===== src/rtl/clock_gated_exact_div_8by4_if.sv =====
// Request/result bundle for the sequential restoring divider.
// The master side issues operands and a start pulse; the slave side reports status and results.
interface clock_gated_exact_div_8by4_if #(
    parameter int DW = 8,
    parameter int VW = 4
);
    logic          start;
    logic [DW-1:0] dividend;
    logic [VW-1:0] divisor;
    logic          busy;
    logic          done;
    logic          dz;
    logic [DW-1:0] Q;
    logic [VW-1:0] R;

    modport master (
        output start, dividend, divisor,
        input  busy, done, dz, Q, R
    );

    modport slave (
        input  start, dividend, divisor,
        output busy, done, dz, Q, R
    );
endinterface


===== src/rtl/clock_gated_exact_div_8by4.sv =====
// Sequential restoring divider: one quotient bit per enabled falling edge, MSB first.
// Inverse of the 4-bit exact multiplier; en freezes every register in the block.
module clock_gated_exact_div_8by4 #(
    parameter int DW = 8,
    parameter int VW = 4
) (
    input  logic                        clk,
    input  logic                        rst_n,
    input  logic                        en,
    clock_gated_exact_div_8by4_if.slave bus
);

    localparam int CW = $clog2(DW);
    localparam int RW = VW + 1;

    typedef enum logic [1:0] {
        IDLE = 2'd0,
        RUN  = 2'd1,
        DONE = 2'd2
    } state_t;

    state_t        state;
    state_t        state_nxt;
    logic [CW-1:0] cnt;
    logic [DW-1:0] dvd_reg;
    logic [VW-1:0] dvs_reg;
    logic [RW-1:0] rem;
    logic [DW-1:0] quo;
    logic [DW-1:0] q_reg;
    logic [VW-1:0] r_reg;
    logic          dz_reg;

    logic [RW-1:0] shifted;
    logic [RW-1:0] diff;
    logic          qbit;
    logic          last_step;
    logic          accept;
    logic          zero_div;

    // One restoring step: shift in the next dividend bit, then trial-subtract the divisor
    always_comb begin
        shifted   = RW'({rem, dvd_reg[DW-1]});
        qbit      = (shifted >= {1'b0, dvs_reg});
        diff      = qbit ? (shifted - {1'b0, dvs_reg}) : shifted;
        last_step = (cnt == CW'(DW - 1));
        accept    = bus.start && ((state == IDLE) || (state == DONE));
        zero_div  = (dvs_reg == '0);
    end

    // Next-state logic; a zero divisor skips the steps after a single RUN edge so done lands one edge after accept
    always_comb begin
        state_nxt = state;
        case (state)
            IDLE: begin
                if (bus.start) state_nxt = RUN;
            end
            RUN: begin
                if (zero_div || last_step) state_nxt = DONE;
            end
            DONE: begin
                state_nxt = bus.start ? RUN : IDLE;
            end
            default: state_nxt = IDLE;
        endcase
    end

    // State register, advanced only on enabled falling edges
    always_ff @(negedge clk or negedge rst_n) begin
        if (!rst_n) begin
            state <= IDLE;
        end else if (en) begin
            state <= state_nxt;
        end
    end

    // Operand capture, iteration datapath and atomic result update at completion
    always_ff @(negedge clk or negedge rst_n) begin
        if (!rst_n) begin
            cnt     <= '0;
            dvd_reg <= '0;
            dvs_reg <= '0;
            rem     <= '0;
            quo     <= '0;
            q_reg   <= '0;
            r_reg   <= '0;
            dz_reg  <= 1'b0;
        end else if (en) begin
            if (accept) begin
                dvd_reg <= bus.dividend;
                dvs_reg <= bus.divisor;
                rem     <= '0;
                quo     <= '0;
                cnt     <= '0;
            end else if (state == RUN) begin
                if (zero_div) begin
                    q_reg  <= '1;
                    r_reg  <= dvd_reg[VW-1:0];
                    dz_reg <= 1'b1;
                end else begin
                    rem     <= diff;
                    quo     <= {quo[DW-2:0], qbit};
                    dvd_reg <= {dvd_reg[DW-2:0], 1'b0};
                    cnt     <= cnt + CW'(1);
                    if (last_step) begin
                        q_reg  <= {quo[DW-2:0], qbit};
                        r_reg  <= diff[VW-1:0];
                        dz_reg <= 1'b0;
                    end
                end
            end
        end
    end

    assign bus.busy = (state == RUN);
    assign bus.done = (state == DONE);
    assign bus.dz   = dz_reg;
    assign bus.Q    = q_reg;
    assign bus.R    = r_reg;

endmodule


===== src/flat_wrapper.sv =====
// flat-port wrapper written by rule: the top's interface ports become plain ports
module clock_gated_exact_div_8by4_flat 
#(
    parameter int DW = 8,
    parameter int VW = 4
)
  (clk, rst_n, en, bus_start, bus_dividend, bus_divisor, bus_busy, bus_done, bus_dz, bus_Q, bus_R);
  clock_gated_exact_div_8by4_if #(.DW(DW), .VW(VW)) bus_i ();
  input  logic clk;
  input  logic rst_n;
  input  logic en;
  input wire logic [$bits(bus_i.start)-1:0] bus_start;
  input wire logic [$bits(bus_i.dividend)-1:0] bus_dividend;
  input wire logic [$bits(bus_i.divisor)-1:0] bus_divisor;
  output wire logic [$bits(bus_i.busy)-1:0] bus_busy;
  output wire logic [$bits(bus_i.done)-1:0] bus_done;
  output wire logic [$bits(bus_i.dz)-1:0] bus_dz;
  output wire logic [$bits(bus_i.Q)-1:0] bus_Q;
  output wire logic [$bits(bus_i.R)-1:0] bus_R;
  assign bus_i.start = bus_start;
  assign bus_i.dividend = bus_dividend;
  assign bus_i.divisor = bus_divisor;
  assign bus_busy = bus_i.busy;
  assign bus_done = bus_i.done;
  assign bus_dz = bus_i.dz;
  assign bus_Q = bus_i.Q;
  assign bus_R = bus_i.R;
  clock_gated_exact_div_8by4 #(.DW(DW), .VW(VW)) u_core (.clk(clk), .rst_n(rst_n), .en(en), .bus(bus_i));
endmodule

===== config.mk =====
export PLATFORM = sky130hd
export DESIGN_NAME = clock_gated_exact_div_8by4_flat
export DESIGN_NICKNAME = d
export VERILOG_FILES = /design/src/rtl/clock_gated_exact_div_8by4_if.sv /design/src/rtl/clock_gated_exact_div_8by4.sv /design/src/flat_wrapper.sv
export SDC_FILE = /design/constraint.sdc
export NUM_CORES = 1
export LEC_CHECK = 0
export BUFFER_PORTS_ARGS = -buffer_cell sky130_fd_sc_hd__clkbuf_2
export CAP_MARGIN = 40
export CORE_ASPECT_RATIO = 0.8
export CORE_MARGIN = 2
export CORE_UTILIZATION = 40
export CTS_BUF_LIST = sky130_fd_sc_hd__clkbuf_4 sky130_fd_sc_hd__clkbuf_8
export DETAILED_ROUTE_END_ITERATION = 12
export HOLD_SLACK_MARGIN = 0.08
export PLACE_DENSITY = 0.61
export SLEW_MARGIN = 40
export SYNTH_ARGS = -nofsm -noshare
export SYNTH_HDL_FRONTEND = slang
export SYNTH_SLANG_ARGS = --single-unit

===== constraint.sdc =====
create_clock -name clk -period 2.1 [get_ports clk]
set_input_delay 0.315 -clock clk [delete_from_list [all_inputs] [get_ports clk]]
set_output_delay 0.315 -clock clk [all_outputs]
set_load 0.02 [all_outputs]

==> results of run 1 <==
-- routing by layer --
layer / track usage [%] / up-vias / routed length [um]
met4: 10.0 / 0 / 148
met5: 0 / - / 0
met3: 5.15 / 13 / 280
met1: 25.5 / 757 / 2260
met2: 30.5 / 44 / 2270
li1: - / 735 / -
-- Yosys cell counts (2+ instances only) --
cell type,instances,area share [%]
a21oi_1,5,1.3
a22o_1,8,3.6
buf_2,3,0.76
buf_6,3,1.7
dfrtn_1,41,52
ha_1,6,3.8
inv_1,6,1.1
mux2_2,5,2.9
mux2i_1,9,4.6
nand2_1,23,4.4
nand2_2,11,3.5
nor2_1,4,0.76
nor2b_1,3,0.95
o21a_1,2,0.76
o21ai_0,12,3.1
o21ai_1,3,0.76
o21ai_2,9,4.0
o22a_1,2,0.89
o22ai_1,3,0.95
-- cells in the final DEF, fill, tap and decap left out, types with 3 or more instances in the layout --
cell      Yosys  final
dfrtn_1      41     41
nand2_1      23     19
buf_4         1     19
clkbuf_8      0     18
clkbuf_2      0     14
o21ai_2       9     13
buf_6         3     10
nand2_2      11      9
a22o_1        8      8
o21ai_1       3      8
mux2i_1       9      7
nand2_4       0      6
ha_1          6      6
inv_1         6      5
a21oi_2       1      5
buf_12        1      5
nor2b_4       1      3
mux2_4        0      3
o22ai_2       0      3
o21ai_0      12      3
buf_8         0      3
-- worst min path at each step --
stage / from / end / depth (start not counted)
6_report: u_core.dvd_reg[7]$_DFFE_NN0P_ / u_core.dvd_reg[7]$_DFFE_NN0P_ / 2
2_1_floorplan: u_core.dvd_reg[4]$_DFFE_NN0P_ / u_core.dvd_reg[4]$_DFFE_NN0P_ / 2
3_3_place_gp: u_core.bus.Q[1]$_DFFE_NN0P_ / u_core.bus.Q[1]$_DFFE_NN0P_ / 2
3_5_place_dp: u_core.bus.Q[1]$_DFFE_NN0P_ / u_core.bus.Q[1]$_DFFE_NN0P_ / 2
4_1_cts: u_core.dvd_reg[7]$_DFFE_NN0P_ / u_core.dvd_reg[7]$_DFFE_NN0P_ / 2
5_1_grt: u_core.bus.Q[4]$_DFFE_NN0P_ / u_core.bus.Q[4]$_DFFE_NN0P_ / 2
-- where the power goes --
part           leakage (uW)  internal (uW)  switching (uW)
Sequential         0.000518           1160             332
Combinational      0.000851           1520            1290
Clock             0.0000477            274             256
Total               0.00142           2950            1880
-- metrics by stage --
step / instance area [um2] / util (%) / cells / TNS, ns / total power, uW
CTS: 2820 / 60.7 / 296 / -4.47 / 4580
floorplan: 2020 / - / 173 / -8.75 / 2780
finish: 2920 / 62.8 / 297 / -3.74 / 4830
global placement: 2350 / 50.6 / 275 / -10.26 / 3290
detailed placement: 2350 / 50.6 / 275 / -11.56 / 3380
global route: 2920 / 62.8 / 297 / -4.62 / 5120
-- timing repair --
action	in CTS	in global routing
gates resized for setup	57	29
buffers inserted	12	4
endpoints found under the setup margin	37	51
endpoints found under the hold margin	0	0
pin swaps	15	16
cloned	3	0
-- logic make-up after synthesis --
| logic type | after synthesis |
|---|---|
| compound gates | 49 |
| flops | 41 |
| mux | 14 |
| xor+xnor | 1 |
| fa+ha+maj | 7 |
| buf+inv | 14 |
| simple gates | 47 |
-- worst max-delay path, delay by kind of cell, from the launching register on --
kind	cells	cell delay [ns]
buf+inv	1	0.11
flops	1	0.45
simple gates	1	0.17
-- cell type report --
| class | count | share of cell area, % |
|---|---|---|
| Inverter | 6 | 0.771 |
| Multi-Input combinational cell | 118 | 34.8 |
| Sequential cell | 41 | 35.1 |
| Clock buffer | 7 | 3.08 |
| Timing Repair Buffer | 65 | 23.6 |
| Tap cell | 60 | 2.57 |
==> impl_metrics.tcl, run 1 <==
set metrics [dict create \
    ys_seq_area_share_pct 52.2 \
    slowest_delay_ns 0.45 \
    rrSetupSlack_ns 0.12 \
    design.die.area_um2 5500 \
    multi_input_comb_area_um2 1020 \
    rows 22 \
    setup_viol 36 \
    r2r_cells 7 \
    die_h_um 66.7 \
    drive_above_1_share_pct 53.6 \
    fin_skew_ns 0.00592 \
    drv_slew 0 \
    worstPathMaxFanout 3 \
    dpl_worst_slack_ns -0.409 \
    drtAntennaViolNets 0 \
    dpl.hpwl_um 3290 \
    wire_per_inst_um 16.7 \
    portBuffers 30 \
    ys_warn_count 0 \
    critPathRequiredTime_ns 1.78 \
    yosys.area_share.simple_pct 12.7 \
    worst_slew_pin_slew_ns 0.734 \
    drtIter0Drc 99 \
    arrival_ns 2.08 \
    avgSynthCellArea_um2 11.4 \
    h-tree-depth 2 \
    area_delta_synth_final_pct 48.6 \
    grt_max_degree 42 \
    wirelength_um 4950 \
    gp_congestion 0.800 \
    clock_sinks 41 \
    rsz0062_at_grt "true" \
    startpoint "u_core.state[0]$_DFFE_NN0P_" \
    synth_edf_count 0 \
    synthMuxAreaShare_pct 7.44 \
    core_um2 4650 \
    peakVddDrop_uv 724 \
    finalNetCount 260 \
    drt_first_pass_iters 4 \
    max-cap-violations 0 \
    synth_cell_types 34 \
    drc 0 \
    synth_fp_nets 196 \
    synthCells 173 \
    tritoncts "built" \
    async_flop_share_pct 100 \
    die_x_um 82.4 \
    whs_ns 0.425 \
    nFillCells 367 \
    synthAdderAreaFrac_pct 4.83 \
    hold_buffers 0 \
    slowest_stage "dfrtn_1" \
    start_kind "flop" \
    grt_antenna_before_repair 0 \
    grt_pass1_vias 1654 \
    path_clk_slew_ns 0.05 \
    synth_top_family_by_area "compound AO/OA/AOI/OAI gates" \
    power.density_nw_per_um2 1650 \
    grt_pass1_wl_um 7870 \
    diodes 0 \
    cts_buffer_depth 2 \
    cts_buffers 5 \
    grt.overflow.total 0 \
    finalWorstSetupSlack_ns -0.290 \
    cp-endpoint "bus_busy" \
    root_buffer "clkbuf_8" \
    hp-class "flop to flop" \
    start_util_pct 42.3 \
    clk_latency_ns 0.30 \
    regArea_um2 1030 \
    synth_compound_area_share_pct 17.4 \
    cp-end-kind "primary output" \
    syn_area_um2 1970 \
    criticalPathCategory "flop to primary output" \
    worstPathCellList "nor2b_4, buf_8" \
    yosys_register_bits 41 \
    slew_headroom_pct 50.7 \
    track_usage_pct 19.8 \
    p_leak_uw 0.00142 \
    ioPinCount 31 \
    worstReg2RegEnd "u_core.bus.R[1]$_DFFE_NN0P_" \
    outcome "finished, violations left" \
    r2r_start "u_core.rem[1]$_DFFE_NN0P_" \
    vias_per_cell 5.22 \
    ys.flop_type "dfrtn_1" \
    synthXorXnorAreaFrac_pct 0.445 \
    hold_viol 0 \
    violations "negative setup slack" \
    vias 1549 \
]
Note: power is estimated with default switching activity, not from simulation.
==> inputs of run 2 (changes only) <==
- BUFFER_PORTS_ARGS: -buffer_cell sky130_fd_sc_hd__clkbuf_2 -> default
- CORE_UTILIZATION: 40 -> 53
- DONT_BUFFER_PORTS: default -> 1
- PLACE_DENSITY: 0.61 -> 0.69
==> run 2 against run 1 <==
- the flow still finishes with violations (negative setup slack)
- sequential share of layout area up 9.9 points
- critical endpoint is now bus_done
- cell count shrank 22%
- largest power group unchanged
- critical path depth is 1 higher
- power fell by 20%
- wire length fell by 20%
- combinational power decreased by 37%
- clock skew is 0.00084 ns lower
==> impl_metrics.tcl, run 2 (synthesized netlist as in run 1, its figures left out) <==
set metrics [dict create \
    hold_buffers 0 \
    rsz0062_at_grt "true" \
    dpl_worst_slack_ns -0.274 \
    most-common-layout-cells "dfrtn_1, nand2_1, nand2_2, buf_4" \
    path_clk_slew_ns 0.05 \
    wl_met1_um 1790 \
    final_core_util_pct 65.2 \
    drive_above_1_share_pct 32.6 \
    grt_antenna_before_repair 0 \
    regArea_um2 1030 \
    root_buffer "clkbuf_8" \
    portBuffers 0 \
    hold_viol 0 \
    grt_pass1_wl_um 6610 \
    drtIter0Drc 75 \
    layout_commonest_cell "dfrtn_1" \
    wl_met2_um 1850 \
    multi_input_comb_area_um2 898 \
    die_x_um 72.1 \
    clock_sinks 41 \
    design.die.area_um2 4220 \
    start_util_pct 56.3 \
    pwr-share-comb_pct 45.7 \
    startpoint "u_core.state[1]$_DFFE_NN0P_" \
    drtAntennaViolNets 0 \
    start_kind "flop" \
    p_seq_share_pct 41.2 \
    netSwitchingFraction_pct 40.4 \
    net-switching-power_uw 1560 \
    core_um2 3490 \
    r2r_start "u_core.dvs_reg[1]$_DFFE_NN0P_" \
    critPathRequiredTime_ns 1.78 \
    finalWorstSetupSlack_ns -0.237 \
    instances_no_fill 232 \
    finalNetCount 212 \
    p_int_uw 2300 \
    h-tree-depth 2 \
    dr_wl_met3_um 252 \
    vias 1308 \
    arrival_ns 2.02 \
    violations "negative setup slack" \
    grt.overflow.total 0 \
    gp_congestion 0.803 \
    drt_first_pass_iters 4 \
    p_total_uw 3860 \
    grt_pass1_vias 1359 \
    post-place-cells 221 \
    slew_headroom_pct 60.1 \
    area_delta_synth_final_pct 15.9 \
    worst_slew_pin_slew_ns 0.594 \
    cts_buffer_depth 2 \
    tritoncts "built" \
    criticalPathCategory "flop to primary output" \
    top_layer "met4" \
    dpl.hpwl_um 2970 \
    nFillCells 280 \
    max-cap-violations 0 \
    power.density_nw_per_um2 1690 \
    wirelength_um 3970 \
    drv_slew 0 \
    p_clk_share_pct 13.0 \
    p_leak_uw 0.00108 \
    hp-class "flop to flop" \
    rows 19 \
    placedInstanceArea_um2 2150 \
    setup_viol 15 \
    hp-start "u_core.dvd_reg[7]$_DFFE_NN0P_" \
    die_h_um 58.5 \
    cts_buffers 5 \
    vias_per_cell 5.64 \
    clk_latency_ns 0.29 \
    cp-end-kind "primary output" \
    diodes 0 \
    post-route-cell-area_um2 2280 \
    track_usage_pct 21.1 \
    peakVddDrop_uv 873 \
    grt_max_degree 42 \
    wire_per_inst_um 17.1 \
    ioPinCount 31 \
    outcome "finished, violations left" \
    fin_skew_ns 0.00509 \
    drc 0 \
    worstPathMaxFanout 2 \
]
-- run 2: through the flow --
stage | setup TNS [ns] | hold WS (ns)
after floorplan | -8.75 | 0.410
after detailed placement | -7.24 | 0.437
after global placement | -6.31 | 0.425
after CTS | -1.72 | 0.437
after global routing | -1.96 | 0.456
final | -1.59 | 0.431
-- run 2: repair_timing --
action / in CTS / in global routing
endpoints found under the setup margin: 15 / 21
resized for setup: 2 / 7
cloned: 0 / 0
pin swaps: 1 / 1
buffers inserted: 2 / 1
-- run 2: path summary, 6_finish.rpt --
path / end / slack, ns / cells after the start
setup / recovery: bus_done / -0.24 / 3
hold reg to reg: u_core.dvd_reg[7]$_DFFE_NN0P_ / 0.43 / 2
max in group asynchronous: u_core.quo[1]$_DFFE_NN0P_ / 1.32 / 0
min in group asynchronous: u_core.bus.Q[0]$_DFFE_NN0P_ / 0.65 / 0
hold / removal: u_core.dvd_reg[7]$_DFFE_NN0P_ / 0.43 / 2
setup reg to reg: u_core.bus.R[0]$_DFFE_NN0P_ / 0.24 / 8
-- run 2: power by group through the flow --
stage | sequential, uW | clock [uW] | combinational (uW)
finish | 1590 | 504 | 1770
global route | 1640 | 548 | 1960
CTS | 1590 | 517 | 1680
detailed placement | 1610 | 0 | 1640
global placement | 1580 | 0 | 1580
floorplan | 1520 | 0 | 1260
-- run 2: critical path: stages (launching register included) --
cell     delay (ns)
dfrtn_1        0.43
inv_2          0.05
nor2_2         0.09
buf_6          0.12
-- run 2: cell type report --
type,count,area share (%)
flip-flops and latches,41,45.0
repair buffers,17,8.51
clock inverters,2,0.439
inverters,6,0.988
multi-input cells,118,39.4
well taps,42,2.31
clock buffers,6,3.35
-- run 2: metal layers --
layer / global-route usage [%] / vias to the layer above
met1: 28.1 / 620
met4: 8.09 / 0
met3: 5.82 / 6
li1: - / 641
met2: 33.3 / 41
met5: 0 / -
